**config.mk**
```make
export PLATFORM = sky130hd
export DESIGN_NAME = spi_slave_responder
export DESIGN_NICKNAME = d
export VERILOG_FILES = /design/src/rtl/spi_globals_pkg.sv /design/src/rtl/spi_sync_edge_detect.sv /design/src/rtl/spi_slave_responder.sv
export SDC_FILE = /design/constraint.sdc
export NUM_CORES = 1
export LEC_CHECK = 0
export CELL_PAD_IN_SITES_DETAIL_PLACEMENT = 1
export CELL_PAD_IN_SITES_GLOBAL_PLACEMENT = 1
export CORE_MARGIN = 8
export CORE_UTILIZATION = 35
export DETAILED_ROUTE_END_ITERATION = 8
export PLACE_DENSITY = 0.73
export SETUP_SLACK_MARGIN = 0.5
export SYNTH_ARGS = -nofsm -noshare
export SYNTH_HDL_FRONTEND = slang
export SYNTH_SLANG_ARGS = --single-unit
```
**constraint.sdc**
```tcl
create_clock -name pclk -period 2.6 [get_ports pclk]
set_clock_uncertainty 0.05 [all_clocks]
set_input_delay 0.52 -clock pclk [delete_from_list [all_inputs] [get_ports pclk]]
set_output_delay 0.52 -clock pclk [all_outputs]
set_load 0.05 [all_outputs]
```
**src/rtl/spi_globals_pkg.sv**
```systemverilog
// ============================================================================
// Module : spi_globals_pkg
// Brief  : Shared types and defaults for the SPI slave responder.
// Rev    : 1.0  initial release
// ============================================================================
`default_nettype none

package spi_globals_pkg;

    localparam int DEFAULT_DATA_WIDTH = 8;

    typedef enum logic [1:0] {
        ST_IDLE         = 2'd0,
        ST_ACTIVE       = 2'd1,
        ST_WAIT_CS_HIGH = 2'd2
    } spi_state_e;

    typedef struct packed {
        logic cpol;
        logic cpha;
        logic msb_first;
    } spi_mode_t;

endpackage

`default_nettype wire

```
**src/rtl/spi_sync_edge_detect.sv**
```systemverilog
// ============================================================================
// Module : spi_sync_edge_detect
// Brief  : Two-flop synchronizer with registered rise/fall pulse outputs.
// Rev    : 1.0  initial release
// ============================================================================
`default_nettype none

module spi_sync_edge_detect (
    input  logic clk,
    input  logic rst,
    input  logic pin,
    output logic pin_sync,
    output logic pin_rise,
    output logic pin_fall
);

    // [0],[1] synchronizer stages, [2] history for edge detection
    logic [2:0] r_sync;
    logic       r_rise;
    logic       r_fall;

    always_ff @(posedge clk or posedge rst) begin
        if (rst) begin
            r_sync <= 3'b000;
            r_rise <= 1'b0;
            r_fall <= 1'b0;
        end else begin
            r_sync <= {r_sync[1:0], pin};
            r_rise <= r_sync[1] & ~r_sync[2];
            r_fall <= ~r_sync[1] & r_sync[2];
        end
    end

    assign pin_sync = r_sync[1];
    assign pin_rise = r_rise;
    assign pin_fall = r_fall;

endmodule

`default_nettype wire

```
**src/rtl/spi_slave_responder.sv**
```systemverilog
// ============================================================================
// Module : spi_slave_responder
// Brief  : Oversampled SPI slave, all CPOL/CPHA modes, MSB/LSB first.
// Rev    : 1.0  initial release
// ============================================================================
`default_nettype none

module spi_slave_responder
    import spi_globals_pkg::*;
#(
    parameter int DATA_WIDTH = DEFAULT_DATA_WIDTH
) (
    input  logic                  pclk,
    input  logic                  areset,
    input  logic                  cpol,
    input  logic                  cpha,
    input  logic                  msb_first,
    input  logic                  sclk,
    input  logic                  cs,
    input  logic                  mosi,
    output logic                  miso,
    output logic                  miso_oe,
    input  logic [DATA_WIDTH-1:0] tx_data,
    input  logic                  tx_valid,
    output logic                  tx_ready,
    output logic                  tx_underrun,
    output logic [DATA_WIDTH-1:0] rx_data,
    output logic                  rx_valid,
    output logic                  frame_error
);

    localparam int                c_cnt_w    = $clog2(DATA_WIDTH);
    localparam logic [c_cnt_w-1:0] c_last_bit = c_cnt_w'(DATA_WIDTH - 1);
    localparam logic [c_cnt_w-1:0] c_one      = c_cnt_w'(1);

    logic w_sclk_sync, w_sclk_rise, w_sclk_fall;
    logic w_cs_sync, w_cs_rise, w_cs_fall;

    spi_sync_edge_detect u_sclk_sync (
        .clk      (pclk),
        .rst      (areset),
        .pin      (sclk),
        .pin_sync (w_sclk_sync),
        .pin_rise (w_sclk_rise),
        .pin_fall (w_sclk_fall)
    );

    spi_sync_edge_detect u_cs_sync (
        .clk      (pclk),
        .rst      (areset),
        .pin      (cs),
        .pin_sync (w_cs_sync),
        .pin_rise (w_cs_rise),
        .pin_fall (w_cs_fall)
    );

    spi_state_e            r_state, w_next_state;
    spi_mode_t             r_mode, w_mode_in;
    logic                  r_mosi_meta, r_mosi_sync;
    logic [DATA_WIDTH-1:0] r_rx_shift, r_rx_data, w_rx_next;
    logic [DATA_WIDTH-1:0] r_tx_shift, w_tx_next, w_load_word;
    logic [c_cnt_w-1:0]    r_rx_cnt, r_tx_cnt;
    logic                  r_rx_valid, r_frame_error, r_miso, r_miso_oe;

    logic w_lead, w_trail, w_sample_pulse, w_shift_pulse, w_load_msb;
    logic w_start, w_end, w_sample, w_load, w_shift_next;
    logic w_tx_ready, w_tx_underrun;

    assign w_mode_in      = '{cpol: cpol, cpha: cpha, msb_first: msb_first};
    assign w_lead         = r_mode.cpol ? w_sclk_fall : w_sclk_rise;
    assign w_trail        = r_mode.cpol ? w_sclk_rise : w_sclk_fall;
    assign w_sample_pulse = r_mode.cpha ? w_trail : w_lead;
    assign w_shift_pulse  = r_mode.cpha ? w_lead  : w_trail;

    // The cpha=0 preload happens in IDLE, before the mode register is captured
    assign w_load_msb  = (r_state == ST_IDLE) ? msb_first : r_mode.msb_first;
    assign w_load_word = tx_valid ? tx_data : '0;

    assign w_rx_next = r_mode.msb_first ? {r_rx_shift[DATA_WIDTH-2:0], r_mosi_sync}
                                        : {r_mosi_sync, r_rx_shift[DATA_WIDTH-1:1]};
    assign w_tx_next = r_mode.msb_first ? {r_tx_shift[DATA_WIDTH-2:0], 1'b0}
                                        : {1'b0, r_tx_shift[DATA_WIDTH-1:1]};

    always_ff @(posedge pclk or posedge areset) begin
        if (areset) begin
            r_state <= ST_WAIT_CS_HIGH;
        end else begin
            r_state <= w_next_state;
        end
    end

    always_comb begin
        w_next_state = r_state;
        case (r_state)
            ST_WAIT_CS_HIGH: if (w_cs_sync) w_next_state = ST_IDLE;
            ST_IDLE:         if (w_cs_fall) w_next_state = ST_ACTIVE;
            ST_ACTIVE:       if (w_cs_rise) w_next_state = ST_IDLE;
            default:         w_next_state = ST_WAIT_CS_HIGH;
        endcase
    end

    // cs rise has priority over any coincident sclk edge
    always_comb begin
        w_start      = 1'b0;
        w_end        = 1'b0;
        w_sample     = 1'b0;
        w_load       = 1'b0;
        w_shift_next = 1'b0;
        case (r_state)
            ST_IDLE: begin
                if (w_cs_fall) begin
                    w_start = 1'b1;
                    w_load  = ~cpha;
                end
            end
            ST_ACTIVE: begin
                if (w_cs_rise) begin
                    w_end = 1'b1;
                end else begin
                    w_sample     = w_sample_pulse;
                    w_load       = w_shift_pulse & (r_tx_cnt == '0);
                    w_shift_next = w_shift_pulse & (r_tx_cnt != '0);
                end
            end
            default: ;
        endcase
        w_tx_ready    = w_load & tx_valid;
        w_tx_underrun = w_load & ~tx_valid;
    end

    always_ff @(posedge pclk or posedge areset) begin
        if (areset) begin
            r_mode        <= '0;
            r_mosi_meta   <= 1'b0;
            r_mosi_sync   <= 1'b0;
            r_rx_shift    <= '0;
            r_rx_data     <= '0;
            r_rx_cnt      <= '0;
            r_rx_valid    <= 1'b0;
            r_tx_shift    <= '0;
            r_tx_cnt      <= '0;
            r_miso        <= 1'b0;
            r_miso_oe     <= 1'b0;
            r_frame_error <= 1'b0;
        end else begin
            r_mosi_meta   <= mosi;
            r_mosi_sync   <= r_mosi_meta;
            r_rx_valid    <= 1'b0;
            r_frame_error <= 1'b0;

            if (w_start) begin
                r_mode    <= w_mode_in;
                r_miso_oe <= 1'b1;
                r_rx_cnt  <= '0;
                r_tx_cnt  <= '0;
            end

            if (w_sample) begin
                r_rx_shift <= w_rx_next;
                if (r_rx_cnt == c_last_bit) begin
                    r_rx_data  <= w_rx_next;
                    r_rx_valid <= 1'b1;
                    r_rx_cnt   <= '0;
                end else begin
                    r_rx_cnt <= r_rx_cnt + c_one;
                end
            end

            if (w_load) begin
                r_tx_shift <= w_load_word;
                r_miso     <= w_load_msb ? w_load_word[DATA_WIDTH-1] : w_load_word[0];
                r_tx_cnt   <= c_one;
            end else if (w_shift_next) begin
                r_tx_shift <= w_tx_next;
                r_miso     <= r_mode.msb_first ? w_tx_next[DATA_WIDTH-1] : w_tx_next[0];
                r_tx_cnt   <= (r_tx_cnt == c_last_bit) ? '0 : r_tx_cnt + c_one;
            end

            // Partial words are dropped, along with any preloaded tx word
            if (w_end) begin
                r_frame_error <= (r_rx_cnt != '0);
                r_rx_cnt      <= '0;
                r_tx_cnt      <= '0;
                r_tx_shift    <= '0;
                r_miso        <= 1'b0;
                r_miso_oe     <= 1'b0;
            end
        end
    end

    assign miso        = r_miso;
    assign miso_oe     = r_miso_oe;
    assign tx_ready    = w_tx_ready;
    assign tx_underrun = w_tx_underrun;
    assign rx_data     = r_rx_data;
    assign rx_valid    = r_rx_valid;
    assign frame_error = r_frame_error;

endmodule

`default_nettype wire

```
==> results of run 1 <==
[metrics by stage]
stage	hold WS, ns	std cells	util [%]	area [µm²]
after floorplan	0.281	199	-	2510
after detailed placement	0.289	320	42.5	2900
after global routing	0.320	337	46.2	3160
after CTS	0.309	335	45.5	3110
after global placement	0.284	320	42.5	2900
final	0.309	337	46.2	3160
[power by group]
group          switching, mW  internal [mW]  leakage [nW]  total (mW)
Sequential             0.158          0.939         0.663        1.10
Clock                  0.268          0.287        0.0581       0.555
Combinational          0.407          0.414         0.711       0.821
[synth_stat cells, types with 3 or more instances]
cell type	count	share of area, %
ha_1	6	3.0
inv_1	8	1.2
a32o_1	9	3.6
a211oi_1	6	1.8
mux2_4	8	4.9
dfrtp_1	50	51
mux2_2	20	9.1
o21ai_0	7	1.4
clkbuf_1	3	0.46
and2_1	4	1.0
nor2b_1	12	3.0
mux2i_1	3	1.2
nand2_1	20	3.0
nor2_1	3	0.46
buf_6	4	1.8
[metal layers]
| layer | vias up | global-route usage (%) |
|---|---|---|
| met4 | 0 | 2.44 |
| met3 | 4 | 2.77 |
| met2 | 21 | 19.6 |
| met5 | - | 0 |
| met1 | 866 | 15.2 |
| li1 | 786 | - |
[worst max-delay path, stage by stage (launching register included)]
cell,delay [ns]
dfstp_2,0.39
buf_4,0.14
or3b_4,0.38
o22ai_4,0.18
nor2b_4,0.19
buf_12,0.14
[registers in the layout, indices dropped and copies added, names as in the netlist]
| register | cells |
|---|---|
| u_cs_sync.pin_fall | 1 |
| r_mode | 3 |
| frame_error | 1 |
| u_cs_sync.r_sync | 3 |
| rx_data | 8 |
| miso_oe | 1 |
| r_tx_cnt | 3 |
| r_mosi_meta | 1 |
| u_sclk_sync.pin_fall | 1 |
| r_tx_shift | 8 |
| r_mosi_sync | 1 |
| u_sclk_sync.pin_rise | 1 |
| rx_valid | 1 |
| u_cs_sync.pin_rise | 1 |
| u_sclk_sync.r_sync | 3 |
| r_state | 2 |
| miso | 1 |
| r_rx_cnt | 3 |
| r_rx_shift | 8 |
[worst min-delay path by stage]
stage | startpoint | to | slack, ns
global placement | r_mosi_meta | r_mosi_sync | 0.28
detailed placement | r_mosi_meta | r_mosi_sync | 0.29
CTS | u_cs_sync.r_sync[0] | u_cs_sync.r_sync[1] | 0.31
global route | r_mosi_meta | r_mosi_sync | 0.32
floorplan | r_mosi_meta | r_mosi_sync | 0.28
finish | u_cs_sync.r_sync[0] | u_cs_sync.r_sync[1] | 0.31
[cell families after synthesis]
group / after synthesis / synth area share (%)
buffers and inverters: 20 / 4.66
AO/OA/AOI/OAI: 34 / 10.5
multiplexers: 32 / 15.7
flip-flops: 51 / 51.7
AND/OR/NAND/NOR: 55 / 13.7
adder cells (fa/ha/maj): 6 / 3.04
XOR/XNOR: 1 / 0.658
[final cells by class]
cell class	instances	area, µm²
clock buffers	5	68.8
clock inverters	3	43.8
fillers	745	3670
inverters	9	33.8
multi-input cells	128	1150
flip-flops and latches	51	1280
well taps	96	120
repair buffers	45	463
[what timing repair did]
| action | in CTS | in global routing |
|---|---|---|
| pin swaps | 4 | 1 |
| setup buffers | 7 | 2 |
| endpoints found under the hold margin | 0 | 0 |
| resized for setup | 9 | 5 |
| setup endpoints to repair | 13 | 15 |
==> run_results.csv, run 1 <==
group,metric,value,unit
floorplanning,die_y,100,µm
drt,drc,0,
worst_setup_path,crit_arrival,1.73,ns
sta,rsz0062_at_grt,"yes",
final_layout,final_cell_mix,"49 x dfrtp_1, 24 x clkdlybuf4s50_1, 20 x mux2_2, 20 x nand2_1, 13 x buf_4",
worst_setup_path,end_kind,"output port",
power,ir_drop,0.478,mV
sta,fin_ws,0.300,ns
sta,finalSetupViolCount,0,
clock_tree,cts_tree,"yes",
drt,viasPerCell,4.98,
synthesis,syn_inst,199,
grt,grt_pass1_wl,9.46,mm
synthesis,netlist_area,0.00247,mm²
sta,fmax,0.435,GHz
clock_tree,hold_buffers,0,
floorplanning,ios,31,
grt,grt.overflow.total,0,
sta,hold_violations,0,
floorplanning,num_rows,30,
sta,finalCritPeriodShare,88.4,%
run,cap_violations,0,
synthesis,synth.distinct_cells,42,
worst_setup_path,path_class,"flop to output port",
final_layout,drive_gt1_share,30.3,%
final_layout,synthToLayoutAreaGrowth,27.8,%
sta,finalMaxSlewViolations,0,
placed_design,post-place-ws,0.162,ns
synthesis,synth-main-ff-cell,"dfrtp_1",
power,power_density,783,mW/mm²
placed_design,io_buffers,30,
drt,met1Wirelength,2.67,mm
clock_tree,clk_latency,0.31,ns
synthesis,avgSynthCellArea,12.4,µm²
clock_tree,cts.sinks,51,
sta,worst_slew_pin_slew,0.875,ns
clock_tree,cts_buffer_depth,2,
final_layout,final_common_cell,"dfrtp_1",
placed_design,gp_congestion,0.791,
sta,tns,0,ns
drt,wire_per_inst,16.5,µm
drt,ant_nets,0,
final_layout,diodes,0,
sta,slew_headroom,41.7,%
drt,dr_wl_met3,108,µm
drt,via_count,1677,
grt,grt_pass1_vias,1820,
worst_setup_path,crit_start,"r_state[1]",
drt,first_pass_iters,4,
synthesis,synth_edf_count,0,
run_status,status,"complete, no violations",
floorplanning,die_width,100,µm
clock_tree,clk_pin_slew_worst_paths,0.09,ns
clock_tree,cts-root-buf,"clkbuf_8",
drt,wirelength,5.56,mm
synthesis,yosys_warnings,0,
worst_setup_path,r2r-start,"r_state[1]",
drt,first_iter_violations,94,
worst_setup_path,r2r_cells,6,
drt,routed.top_layer,"met4",
min_path,min_path_cells,0,
worst_setup_path,reg2reg_slack,0.55,ns
clock_tree,cts-htree-levels,2,
floorplanning,dieArea,0.0100,mm²
min_path,hold_path.class,"flop to flop",
power,p_total,2.47,mW
floorplanning,initial_utilization,36.2,%
synthesis,synthArstFlopShare,100,%
worst_setup_path,r2r_end,"miso",
worst_setup_path,start_kind,"flop",
worst_setup_path,cp_max_fo,5,
worst_setup_path,critPathRequiredTime,2.03,ns
drt,wl_met2,2.74,mm
power,p_leak,1.43,nW
sta,fin_crit,2.30,ns
placed_design,dpl.hpwl,3.82,mm
synthesis,synth-seq-cells,51,
grt,grt_usage,11.8,%
grt,grt_max_degree,25,
synthesis,synth_seq_area_share,51.7,%
grt,antenna_found_initial,0,
floorplanning,design.core.area,0.00683,mm²
clock_tree,numCtsBuffers,5,
worst_setup_path,crit_path_end,"tx_underrun",
final_layout,fin_nets,263,
synthesis,syn-num-nets,222,
No activity file was read; power rests on OpenSTA's default activity.
==> run 2: changes to the inputs <==
--- a/config.mk
+++ b/config.mk
@@ -7,8 +7,8 @@
 export LEC_CHECK = 0
 export CELL_PAD_IN_SITES_DETAIL_PLACEMENT = 1
 export CELL_PAD_IN_SITES_GLOBAL_PLACEMENT = 1
-export CORE_MARGIN = 8
 export CORE_UTILIZATION = 35
+export CTS_CLUSTER_SIZE = 40
 export DETAILED_ROUTE_END_ITERATION = 8
 export PLACE_DENSITY = 0.73
 export SETUP_SLACK_MARGIN = 0.5
==> run 2 against run 1 <==
Compared with the run above:
- clock power fell by 10%
- setup slack lost 0.025 ns
- largest cell class unchanged
- combinational power about the same
- power down 2.4%
- sequential power about the same
- critical path depth is the same
- non-clock buffer count up 1
- die area is 26% lower
- core utilization barely moved
- hold slack worse by 0.0017 ns
- first-iteration DRC count rose by 16%
==> run_results.csv, run 2 (same netlist as run 1, synthesis figures left out) <==
group,metric,value,unit
drt,via_count,1720,
final_layout,drive_gt1_share,31.0,%
drt,wirelength,5.42,mm
sta,tns,0,ns
worst_setup_path,path_class,"flop to output port",
clock_tree,cts.sinks,51,
sta,rsz0062_at_grt,"yes",
drt,first_iter_violations,109,
grt,grt_usage,16.4,%
power,p_leak,1.39,nW
sta,finalSetupViolCount,0,
floorplanning,dieArea,0.00740,mm²
clock_tree,cts-htree-levels,2,
floorplanning,initial_utilization,36.4,%
final_layout,final_common_cell,"dfrtp_1",
final_layout,synthToLayoutAreaGrowth,27.2,%
placed_design,gp_congestion,0.762,
drt,ant_nets,0,
min_path,hold_path.class,"flop to flop",
clock_tree,clk_pin_slew_worst_paths,0.08,ns
worst_setup_path,end_kind,"output port",
drt,drc,0,
run,cap_violations,0,
final_layout,fin_nets,264,
floorplanning,ios,31,
placed_design,io_buffers,30,
placed_design,dpl.hpwl,3.65,mm
worst_setup_path,crit_start,"r_state[1]",
clock_tree,numCtsBuffers,5,
grt,antenna_found_initial,0,
sta,finalCritPeriodShare,89.4,%
sta,hold_violations,0,
floorplanning,num_rows,30,
sta,fmax,0.430,GHz
power,ir_drop,0.401,mV
worst_setup_path,start_kind,"flop",
clock_tree,cts_buffer_depth,2,
clock_tree,cts_tree,"yes",
clock_tree,clk_latency,0.31,ns
worst_setup_path,critPathRequiredTime,2.03,ns
drt,viasPerCell,5.09,
grt,grt_pass1_vias,1792,
drt,wire_per_inst,16.0,µm
sta,finalMaxSlewViolations,0,
clock_tree,cts-root-buf,"clkbuf_8",
grt,grt_pass1_wl,9.20,mm
sta,slew_headroom,45.5,%
worst_setup_path,cp_max_fo,3,
floorplanning,design.core.area,0.00679,mm²
min_path,hold_path.startpoint,"u_cs_sync.r_sync[0]",
clock_tree,hold_buffers,0,
worst_setup_path,crit_arrival,1.75,ns
worst_setup_path,r2r-start,"r_state[1]",
floorplanning,die_width,86.0,µm
final_layout,final_cell_mix,"48 x dfrtp_1, 27 x clkdlybuf4s50_1, 20 x mux2_2, 20 x nand2_1, 14 x buf_4",
sta,worst_slew_pin_slew,0.818,ns
final_layout,diodes,0,
sta,fin_crit,2.32,ns
grt,grt.overflow.total,0,
grt,grt_max_degree,31,
final_layout,fin_cells,338,
placed_design,dp_cells,319,
drt,first_pass_iters,4,
run_status,status,"complete, no violations",
power,power_density,768,mW/mm²
floorplanning,die_y,86.0,µm
[run 2: cell type report]
class / instances / area [µm²]
Clock buffer: 8 / 100
Fill cell: 723 / 3650
Inverter: 9 / 33.8
Multi-Input combinational cell: 128 / 1150
Sequential cell: 51 / 1280
Tap cell: 96 / 120
Timing Repair Buffer: 46 / 463
[run 2: per-layer routing]
layer / up-vias / GRT usage (%) / wire, µm
met3: 10 / 3.75 / 171
met4: 0 / 6.21 / 111
met1: 879 / 21.9 / 2480
met2: 39 / 25.8 / 2650
li1: 792 / - / -
met5: - / 0 / 0
[run 2: timing repair]
action                     CTS  global route
buffers inserted             7             4
gates resized for setup      8             4
gates cloned                 0             0
pin swaps                    4             3
setup endpoints to repair   13            23
[run 2: report_power, final]
part	switching (mW)	internal [mW]	total (mW)
clock network	0.255	0.243	0.498
logic	0.406	0.415	0.821
registers	0.153	0.940	1.09
[run 2: final timing paths]
path	to	slack, ns	cells past startpoint
setup / recovery	tx_ready	0.28	5
hold reg to reg	u_cs_sync.r_sync[1]	0.31	0
max in group asynchronous	r_state[0]	1.46	3
setup reg to reg	miso	0.54	6
min in group asynchronous	r_tx_shift[6]	0.51	2
hold / removal	u_cs_sync.r_sync[1]	0.31	0
[run 2: worst max-delay path, cell delays in order (launching register included)]
cell and delay (ns):
dfstp_2 0.55, and4bb_2 0.25, mux2i_4 0.22, o22ai_4 0.11, and2_4 0.18, buf_8 0.14
[run 2: stage by stage]
step / hold WS (ns) / utilization, % / total power [mW] / worst slack (ns) / cell area (µm²)
floorplan: 0.281 / - / 1.64 / 0.497 / 2510
global placement: 0.284 / 42.6 / 1.80 / 0.217 / 2900
detailed placement: 0.291 / 42.6 / 1.84 / 0.210 / 2900
CTS: 0.311 / 45.5 / 2.40 / 0.272 / 3090
global route: 0.316 / 46.3 / 2.56 / 0.222 / 3140
finish: 0.307 / 46.3 / 2.41 / 0.276 / 3140
